### src/rtl/gen_stream_reducer.sv
// Stream reducer: collects an upstream valid/done stream into sum, count, max and
// overflow, then presents the result as one beat under the __valid/__ready/__done protocol.
module gen_stream_reducer #(
   parameter int WIDTH     = 32,
   parameter int CNT_WIDTH = 32
) (
   input  logic                 __clock,
   input  logic                 __reset,
   input  logic                 __start,
   input  logic                 in_valid,
   input  logic [WIDTH-1:0]     in_data,
   input  logic                 in_done,
   output logic                 in_ready,
   input  logic                 __ready,
   output logic                 __valid,
   output logic                 __done,
   output logic [WIDTH-1:0]     __output_0,
   output logic [CNT_WIDTH-1:0] __output_1,
   output logic [WIDTH-1:0]     __output_2,
   output logic                 __output_3
);

   typedef enum logic [1:0] {
      ST_START   = 2'd0,
      ST_COLLECT = 2'd1,
      ST_EMIT    = 2'd2
   } state_t;

   localparam logic [CNT_WIDTH-1:0] CNT_ONE = CNT_WIDTH'(1);
   localparam logic [CNT_WIDTH-1:0] CNT_MAX = {CNT_WIDTH{1'b1}};

   state_t               r_state;
   logic [WIDTH-1:0]     r_sum;
   logic [WIDTH-1:0]     r_max;
   logic [CNT_WIDTH-1:0] r_cnt;
   logic                 r_ovf;

   logic                 w_accept;
   logic [WIDTH:0]       w_add;
   logic [WIDTH-1:0]     w_sum_nx;
   logic [WIDTH-1:0]     w_max_nx;
   logic [CNT_WIDTH-1:0] w_cnt_nx;
   logic                 w_ovf_nx;

   // Held high through all of COLLECT so a registered upstream valid never stalls.
   assign in_ready = (r_state == ST_COLLECT);
   assign w_accept = in_valid && in_ready;
   assign w_add    = {1'b0, r_sum} + {1'b0, in_data};

   // Next accumulator values; also used as the same-edge bypass when in_done arrives.
   always_comb begin
      w_sum_nx = r_sum;
      w_max_nx = r_max;
      w_cnt_nx = r_cnt;
      w_ovf_nx = r_ovf;
      if (w_accept) begin
         w_sum_nx = w_add[WIDTH-1:0];
         w_ovf_nx = r_ovf | w_add[WIDTH];
         w_cnt_nx = (r_cnt == CNT_MAX) ? r_cnt : (r_cnt + CNT_ONE);
         w_max_nx = (in_data > r_max) ? in_data : r_max;
      end else begin
         w_sum_nx = r_sum;
      end
   end

   // Session FSM with accumulators and registered result beat.
   always_ff @(posedge __clock or posedge __reset) begin
      if (__reset) begin
         r_state    <= ST_START;
         r_sum      <= '0;
         r_max      <= '0;
         r_cnt      <= '0;
         r_ovf      <= 1'b0;
         __valid    <= 1'b0;
         __done     <= 1'b0;
         __output_0 <= '0;
         __output_1 <= '0;
         __output_2 <= '0;
         __output_3 <= 1'b0;
      end else begin
         __done <= 1'b0;
         case (r_state)
            ST_START: begin
               r_sum <= '0;
               r_max <= '0;
               r_cnt <= '0;
               r_ovf <= 1'b0;
               if (__start) begin
                  r_state <= ST_COLLECT;
               end else begin
                  r_state <= ST_START;
               end
            end
            ST_COLLECT: begin
               r_sum <= w_sum_nx;
               r_max <= w_max_nx;
               r_cnt <= w_cnt_nx;
               r_ovf <= w_ovf_nx;
               if (in_done) begin
                  __output_0 <= w_sum_nx;
                  __output_1 <= w_cnt_nx;
                  __output_2 <= w_max_nx;
                  __output_3 <= w_ovf_nx;
                  __valid    <= 1'b1;
                  r_state    <= ST_EMIT;
               end else begin
                  r_state <= ST_COLLECT;
               end
            end
            ST_EMIT: begin
               if (__valid && __ready) begin
                  __valid <= 1'b0;
                  __done  <= 1'b1;
                  r_state <= ST_START;
               end else begin
                  r_state <= ST_EMIT;
               end
            end
            default: begin
               __valid <= 1'b0;
               r_state <= ST_START;
            end
         endcase
      end
   end

endmodule

### config.mk
export PLATFORM = sky130hd
export DESIGN_NAME = gen_stream_reducer
export DESIGN_NICKNAME = d
export VERILOG_FILES = /design/src/rtl/gen_stream_reducer.sv
export SDC_FILE = /design/constraint.sdc
export NUM_CORES = 1
export LEC_CHECK = 0
export CAP_MARGIN = 20
export CORE_ASPECT_RATIO = 0.8
export CORE_MARGIN = 4
export CORE_UTILIZATION = 30
export DETAILED_ROUTE_END_ITERATION = 8
export GPL_ROUTABILITY_DRIVEN = 1
export PLACE_DENSITY_LB_ADDON = 0.3
export REMOVE_ABC_BUFFERS = 1
export SYNTH_ARGS = -nofsm -noshare
export SYNTH_HDL_FRONTEND = slang
export SYNTH_SLANG_ARGS = --single-unit
### constraint.sdc
create_clock -name __clock -period 12.1 [get_ports __clock]
set_input_delay 2.42 -clock __clock [delete_from_list [all_inputs] [get_ports __clock]]
set_output_delay 2.42 -clock __clock [all_outputs]
set_load 0.05 [all_outputs]
==> impl_results.md, run 1 <==
- Largest net degree at the start of global routing: 100
- Final Cell Area: 13,300 um^2
- Core ar.: 35,800 um^2
- Gpl congestion: between 0.8 and 0.9
- Worst-skew pair later-pin latency: ~0.44 ns
- CP max-delay cell: o21ai_4
- Final Non-Filler Cells: roughly 1,800
- Routed Antenna Nets: 0
- Setup TNS: 0 ns
- Pint: between 1.5 and 2 mW
- Slew margin rel.: 0.281
- Cell row count: 62
- Drt first pass iters: 5
- Fmax: 189 MHz
- Synthesized flop and latch total: between 150 and 200
- Cell Pwr Density: between 200 and 300 nW/um^2
- Kind of critical path: primary input to flip-flop
- Clock share of power: 0.179
- Max-Cap Viols: 0
- CP most frequent cell: a21o_1
- Syn_area_per_cell: 9.16 um^2
- DP HPWL: around 21 mm
- Synthesized cell area: around 11,000 um^2
- Setup ws final: 6.80 ns
- Status: finished clean
- Part of the cycle the worst path needs: 0.438
- Die area: 39,400 um^2
- Tmin final: ~5.3 ns
- Clock Path Buffers: 2
- P_sw: approximately 1.6 mW
- Most frequent cells in the layout: nand2_1 (220), dfrtp_1 (198), clkdlybuf4s50_1 (137)
- Total Wirelength: between 30 and 40 mm
- Crit path DAT: ~5.7 ns
- Post-synthesis simple-gate area fraction: 0.160
- TritonCTS clock tree: done
- DP Cell Count: 1,753
- Commonest non-fill, non-tap cell in the layout: nand2_1
- Predominant post-synthesis flop cell: dfrtp_1
- Total gr overflow: 0
- Crit. End Element: flip-flop
- Xor/xnor share of the synthesized area: 0.0466
- Worst-Margin Slew: 1.07 ns
- Post-Synthesis Cells: between 1,000 and 1,500
- GRT Total Usage: 0.158
- Crit path max-delay family: compound AO/OA/AOI/OAI gates
- Final Core Density: 0.370
- RSZ-0062 raised after global routing: no
- Compound-Gate Fraction of Synth Area: 0.203
- Vias per Instance: ~5.1
- Req. time, crit path: approximately 12 ns
- Endpoints failing setup: 0
- Setup Skew: about 0.012 ns
- Startpoint types: primary input
- Initial Util: 0.303
- Setup slack at placement: 6.42 ns
- Crit-path cells: clkdlybuf4s50_1 > ha_1 > a21o_1 > a21o_1 > a21oi_1 > o21ai_0 > a22oi_1 > nand2_1 > o21a_2 > o21ai_4 > a22o_1
- Crit Path Max Fanout: 31
- Buf/Inv on CP: 1
- Routed length per instance: 17.4 um
- Crit-path max cell delay: 0.82 ns
- Clk root buf: clkbuf_16
- Clock sink total: between 150 and 200
- Comb pwr share: 0.519
- Peak supply drop: between 0.1 and 0.15 mV
- First-pass GRT wire length: approximately 50 mm
- R2R setup slack: about 8.7 ns
- Largest family of logic cells by synthesized area: compound AO/OA/AOI/OAI gates
- Slew Limit Fails: 0
- Post-cts sizing count: 0
- Post-CTS Setup Repair Bufs: 0
- Mux contribution to synthesized area: 0.0158
- Clock slew at reported path FFs: about 0.08 ns
- Final Hold Vio Count: 0
- DRC: 0
- HP Class: flip-flop to flip-flop
- DIE HEIGHT: 178 um
- Switching part of the total power: 0.466
- Sequential share of power: 0.302
- Pleak: around 5.7 nW
- DR iter-0 viols: 499
- Synth warn: 0
- Fill count: 3,659
- Post-synthesis adder-cell area fraction: 0.0766
- Number of CTS-inserted buffers: 17
- Final nets: 1,396
- Max H-tree Level: 4
- Die Wd: around 220 um
- Initial antenna violation count: 2
- Io pins: about 140
- Fraction of layout cells with a size suffix above 1: 0.0536
- Layout overhead on the synthesized area: 22.0%
- Post-cts hold buffer count: 0
- Ys async rst share: 1.00
- Number of synthesized flops with an enable pin: 0
- Port Buffers: 137
- Vias in the first global route: slightly below 9,000
- Placed cell area: 12,700 um^2
- Via count: 9,038
- Register area share after synthesis: 0.456
- Netlist cell types: 73
[worst paths after layout]
| path | endpoint | depth (start not counted) | from |
|---|---|---|---|
| max in group asynchronous | __output_1[5]$_DFFE_PP0P_ | 3 | __reset |
| max | r_max[18]$_DFFE_PP0P_ | 11 | in_data[25] |
| min in group asynchronous | __output_1[2]$_DFFE_PP0P_ | 2 | __reset |
| min | __output_1[18]$_DFFE_PP0P_ | 2 | __output_1[18]$_DFFE_PP0P_ |
| min reg2reg | __output_1[18]$_DFFE_PP0P_ | 2 | __output_1[18]$_DFFE_PP0P_ |
| max reg2reg | r_max[31]$_DFFE_PP0P_ | 10 | r_state[0]$_DFF_PP0_ |
[Yosys cell counts (14+ instances only)]
| cell | n | area share |
|---|---|---|
| nand2_1 | 221 | 0.076 |
| dfrtp_1 | 198 | 0.46 |
| nor2_1 | 96 | 0.033 |
| ha_1 | 65 | 0.075 |
| a21oi_1 | 61 | 0.028 |
| o21ai_0 | 57 | 0.026 |
| a31oi_1 | 49 | 0.028 |
| clkbuf_1 | 43 | 0.015 |
| inv_1 | 43 | 0.015 |
| a22o_1 | 37 | 0.030 |
| o21ai_1 | 34 | 0.016 |
| xnor2_1 | 32 | 0.026 |
| a21o_1 | 30 | 0.021 |
| nand3_1 | 24 | 0.011 |
| xor2_1 | 24 | 0.019 |
| nand4_1 | 18 | 0.010 |
| o31ai_1 | 14 | 0.0097 |
[flip-flops by register name (all words and copies together), names as in the netlist]
name	flops
__valid	1
r_cnt	32
__output_0	32
__output_3	1
r_sum	32
r_ovf	1
r_state	2
__done	1
r_max	32
__output_1	32
__output_2	32
[worst reg2reg max path: stages (launching register included)]
cell and delay, ns:
dfrtp_1 0.33, buf_4 0.29, nand2_1 0.33, inv_2 0.22, nand2_1 0.13, buf_4 0.31, a31oi_1 0.44, o21a_2 0.23
buf_4 0.54, mux2i_1 0.31, o22ai_1 0.11
[final cells by class]
class	count	area [um^2]	share of cell area
clock inverter	12	141	0.0107
clock buffer	20	457	0.0344
timing repair buffer	146	1440	0.108
inverter	46	180	0.0136
antenna	1	2.50	0.000189
multi-input combinational	883	5500	0.414
sequential	198	4950	0.373
tap	480	601	0.0453
[power by group through the flow]
stage,Clock (mW),Sequential [mW],Combinational [mW]
5_1_grt,0.647,1.05,1.91
3_3_place_gp,0,1.03,1.74
4_1_cts,0.618,1.02,1.76
2_1_floorplan,0,1.38,0.821
6_report,0.601,1.02,1.75
3_5_place_dp,0,1.03,1.75
[routing by layer]
metal  up-vias  track usage  part of all wire
met2       154        0.253              0.45
met4         2       0.0302            0.0085
met5         -            0           0.00042
met3        19       0.0397             0.047
met1      4451        0.221              0.49
li1       4412            -                 -
[per-stage QoR]
stage | hold WS [ns] | power, mW
final | 0.482 | 3.37
after global routing | 0.509 | 3.61
after CTS | 0.489 | 3.40
after detailed placement | 0.471 | 2.78
after global placement | 0.465 | 2.77
after floorplan | 0.472 | 2.21
[cells by family (layout without fill, tap and decap cells)]
family	Yosys count	count (layout)
buf+inv	106	224
fa+ha+maj	66	66
other cells	0	1
simple gates	403	403
mux	16	16
compound gates	341	341
flops	198	198
xor+xnor	57	57
Note: power is estimated with default switching activity, not from simulation.
==> run 2, diff against run 1 <==
==> constraint.sdc (replaced) <==
create_clock -name __clock -period 5.52 [get_ports __clock]
set_input_delay 1.104 -clock __clock [delete_from_list [all_inputs] [get_ports __clock]]
set_output_delay 1.104 -clock __clock [all_outputs]
set_load 0.05 [all_outputs]
==> run 2 against run 1 <==
  * Sequential power up 120%
  * Utilization hardly changed
  * Non-clock buffer count is 3 higher
  * Clock skew down 0.0010 ns
  * Die area unchanged
  * Routed wire length is 1.7% higher
  * Cell count rose by 0.11%
  * Count of clock-buffer cells in the layout down 2
  * Sequential share of layout area about the same
  * Cell area is 0.11% lower
  * Worst hold slack improved by 0.0042 ns
==> impl_results.md, run 2 (synthesis gave the netlist of run 1 again) <==
- Kind of critical path: primary input to flip-flop (unchanged)
- Wl on met1: 15.6 mm (was 15.3 mm)
- R2r startpoint: r_max[13]$_DFFE_PP0P_ (was r_state[0]$_DFF_PP0_)
- GRT Total Usage: 0.160 (was 0.158)
- Multi-input logic area: 5480 um^2 (was 5500 um^2)
- R2R setup slack: 2.35 ns (was 8.74 ns)
- Crit. End Element: flip-flop (unchanged)
- Post-cts sizing count: 0 (unchanged)
- Commonest non-fill, non-tap cell in the layout: nand2_1 (unchanged)
- Largest net degree at the start of global routing: 123 (was 100)
- DRC: 0 (unchanged)
- Post-cts hold buffer count: 0 (unchanged)
- Total gr overflow: 0 (unchanged)
- Routed length per instance: 17.7 um (was 17.4 um)
- Setup Skew: 0.0113 ns (was 0.0123 ns)
- Final Hold Vio Count: 0 (unchanged)
- Cell row count: 62 (unchanged)
- Port Buffers: 137 (unchanged)
- Routed Antenna Nets: 0 (unchanged)
- Drt first pass iters: 5 (unchanged)
- Via count: 9,079 (was 9,038)
- Fmax: 252 MHz
- Die Wd: 221 um (unchanged)
- Slew Limit Fails: 0 (unchanged)
- Vias per Instance: 5.08 (was 5.06)
- Initial Util: 0.303 (unchanged)
- Final Cell Area: 13,300 um^2 (about the same)
- Status: finished clean (unchanged)
- Met2 wire length: 14.1 mm (was 14.0 mm)
- Cell Pwr Density: 554 nW/um^2 (was 254 nW/um^2)
- Clock sink total: 198 (unchanged)
- Placed cell area: 12,700 um^2 (about the same)
- TritonCTS clock tree: done (unchanged)
- Clock Path Buffers: 2 (unchanged)
- Part of the cycle the worst path needs: 0.718
- HP Class: flip-flop to flip-flop (unchanged)
- Worst-Margin Slew: 1.00 ns (was 1.07 ns)
- Clock slew at reported path FFs: 0.07 ns (was 0.08 ns)
- Initial antenna violation count: 2 (unchanged)
- Uppermost layer routed: met5 (unchanged)
- DP HPWL: 21.9 mm (was 21.2 mm)
- Endpoints failing setup: 0 (unchanged)
- Metal3 WL: 1.53 mm (was 1.47 mm)
- Startpoint types: primary input (unchanged)
- DIE HEIGHT: 178 um (unchanged)
- Most frequent cells in the layout: nand2_1 (220), dfrtp_1 (198), clkdlybuf4s50_1 (137) (unchanged)
- Die area: 39,400 um^2 (unchanged)
- Io pins: 138 (unchanged)
- Layout overhead on the synthesized area: 21.9% (was 22.0%)
- Final Non-Filler Cells: 1,788 (was 1,786)
- FF-to-FF path depth: 12 (was 10)
- Worst setup endpoint: __output_2[7]$_DFFE_PP0P_ (was r_max[18]$_DFFE_PP0P_)
- Core ar.: 35,800 um^2 (unchanged)
- Peak supply drop: 0.275 mV (was 0.129 mV)
- Tmin final: slightly below 4 ns
- Total Wirelength: 31.6 mm (was 31.1 mm)
- DR iter-0 viols: 472 (was 499)
- Reg area: 4950 um^2 (unchanged)
- Fraction of layout cells with a size suffix above 1: 0.0559 (was 0.0536)
- Pleak: 5.73 nW (about the same)
- Setup TNS: 0 ns (unchanged)
- Fill count: 3,633 (was 3,659)
- DP Cell Count: 1,756 (was 1,753)
- Vias in the first global route: 8,875 (was 8,833)
- First-pass GRT wire length: 50.7 mm (was 50.0 mm)
- Req. time, crit path: 5.87 ns (was 12.48 ns)
- RSZ-0062 raised after global routing: no (unchanged)
- Reg2Reg Capture Point: r_max[21]$_DFFE_PP0P_ (was r_max[31]$_DFFE_PP0P_)
- Post-CTS Setup Repair Bufs: 0 (unchanged)
- Max H-tree Level: 4 (unchanged)
- Number of CTS-inserted buffers: 17 (unchanged)
- Crit Path Max Fanout: 42 (was 31)
- Slew margin rel.: 0.331 (was 0.281)
- Setup crit start: in_data[1] (was in_data[25])
- Max-Cap Viols: 0 (unchanged)
- Final nets: 1,399 (was 1,396)
- Crit path DAT: 4.32 ns (was 5.68 ns)
- Clk root buf: clkbuf_16 (unchanged)
- Gpl congestion: 0.835 (was 0.808)
- Worst-skew pair later-pin latency: 0.44 ns (about the same)
run 2: worst min path at each step:
stage                                            end  slack (ns)  cells past startpoint                  startpoint
after floorplan                r_sum[14]$_DFFE_PP0P_        0.47                      2       r_sum[14]$_DFFE_PP0P_
after global placement    __output_0[11]$_DFFE_PP0P_        0.46                      2  __output_0[11]$_DFFE_PP0P_
after detailed placement   __output_1[0]$_DFFE_PP0P_        0.48                      2   __output_1[0]$_DFFE_PP0P_
after CTS                 __output_0[11]$_DFFE_PP0P_        0.49                      2  __output_0[11]$_DFFE_PP0P_
after global routing      __output_0[20]$_DFFE_PP0P_        0.52                      2  __output_0[20]$_DFFE_PP0P_
final                     __output_0[11]$_DFFE_PP0P_        0.49                      2  __output_0[11]$_DFFE_PP0P_
run 2: area by class of cell:
cell class / count / share of cell area
inverter: 46 / 0.0136
tap: 480 / 0.0453
sequential: 198 / 0.374
clock buffer: 18 / 0.0331
timing repair buffer: 149 / 0.111
antenna: 1 / 0.000189
multi-input combinational: 883 / 0.413
clock inverter: 13 / 0.00934
run 2: per-stage QoR:
step                utilization  power (mW)  hold WS [ns]  setup slack, ns
floorplan                     -        4.83         0.472           -0.981
detailed placement        0.354        6.13         0.475             1.07
CTS                       0.370        7.42         0.493             1.56
global route              0.370        7.85         0.515             1.29
global placement          0.354        6.08         0.463             1.14
finish                    0.370        7.34         0.486             1.55
run 2: routing by layer:
layer / GRT usage / up-vias
met2: 0.254 / 172
met5: 0 / -
met1: 0.225 / 4466
met3: 0.0370 / 23
li1: - / 4416
met4: 0.0341 / 2
run 2: power by group:
part	internal [mW]	leakage, nW	switching, mW	total [mW]
combinational	1.34	2.84	2.52	3.86
sequential	1.90	2.61	0.333	2.23
clock	0.641	0.275	0.609	1.25
run 2: worst max-delay path, cell delays in order:
cell and delay [ns]:
clkdlybuf4s50_1 0.54, ha_1 0.36, nor2b_1 0.12, o21ai_0 0.08, nand2b_1 0.08, a21oi_1 0.08
o21ai_0 0.38, a31o_1 0.24, o21a_2 0.49, buf_4 0.51, nand2_1 0.12, a31oi_1 0.16
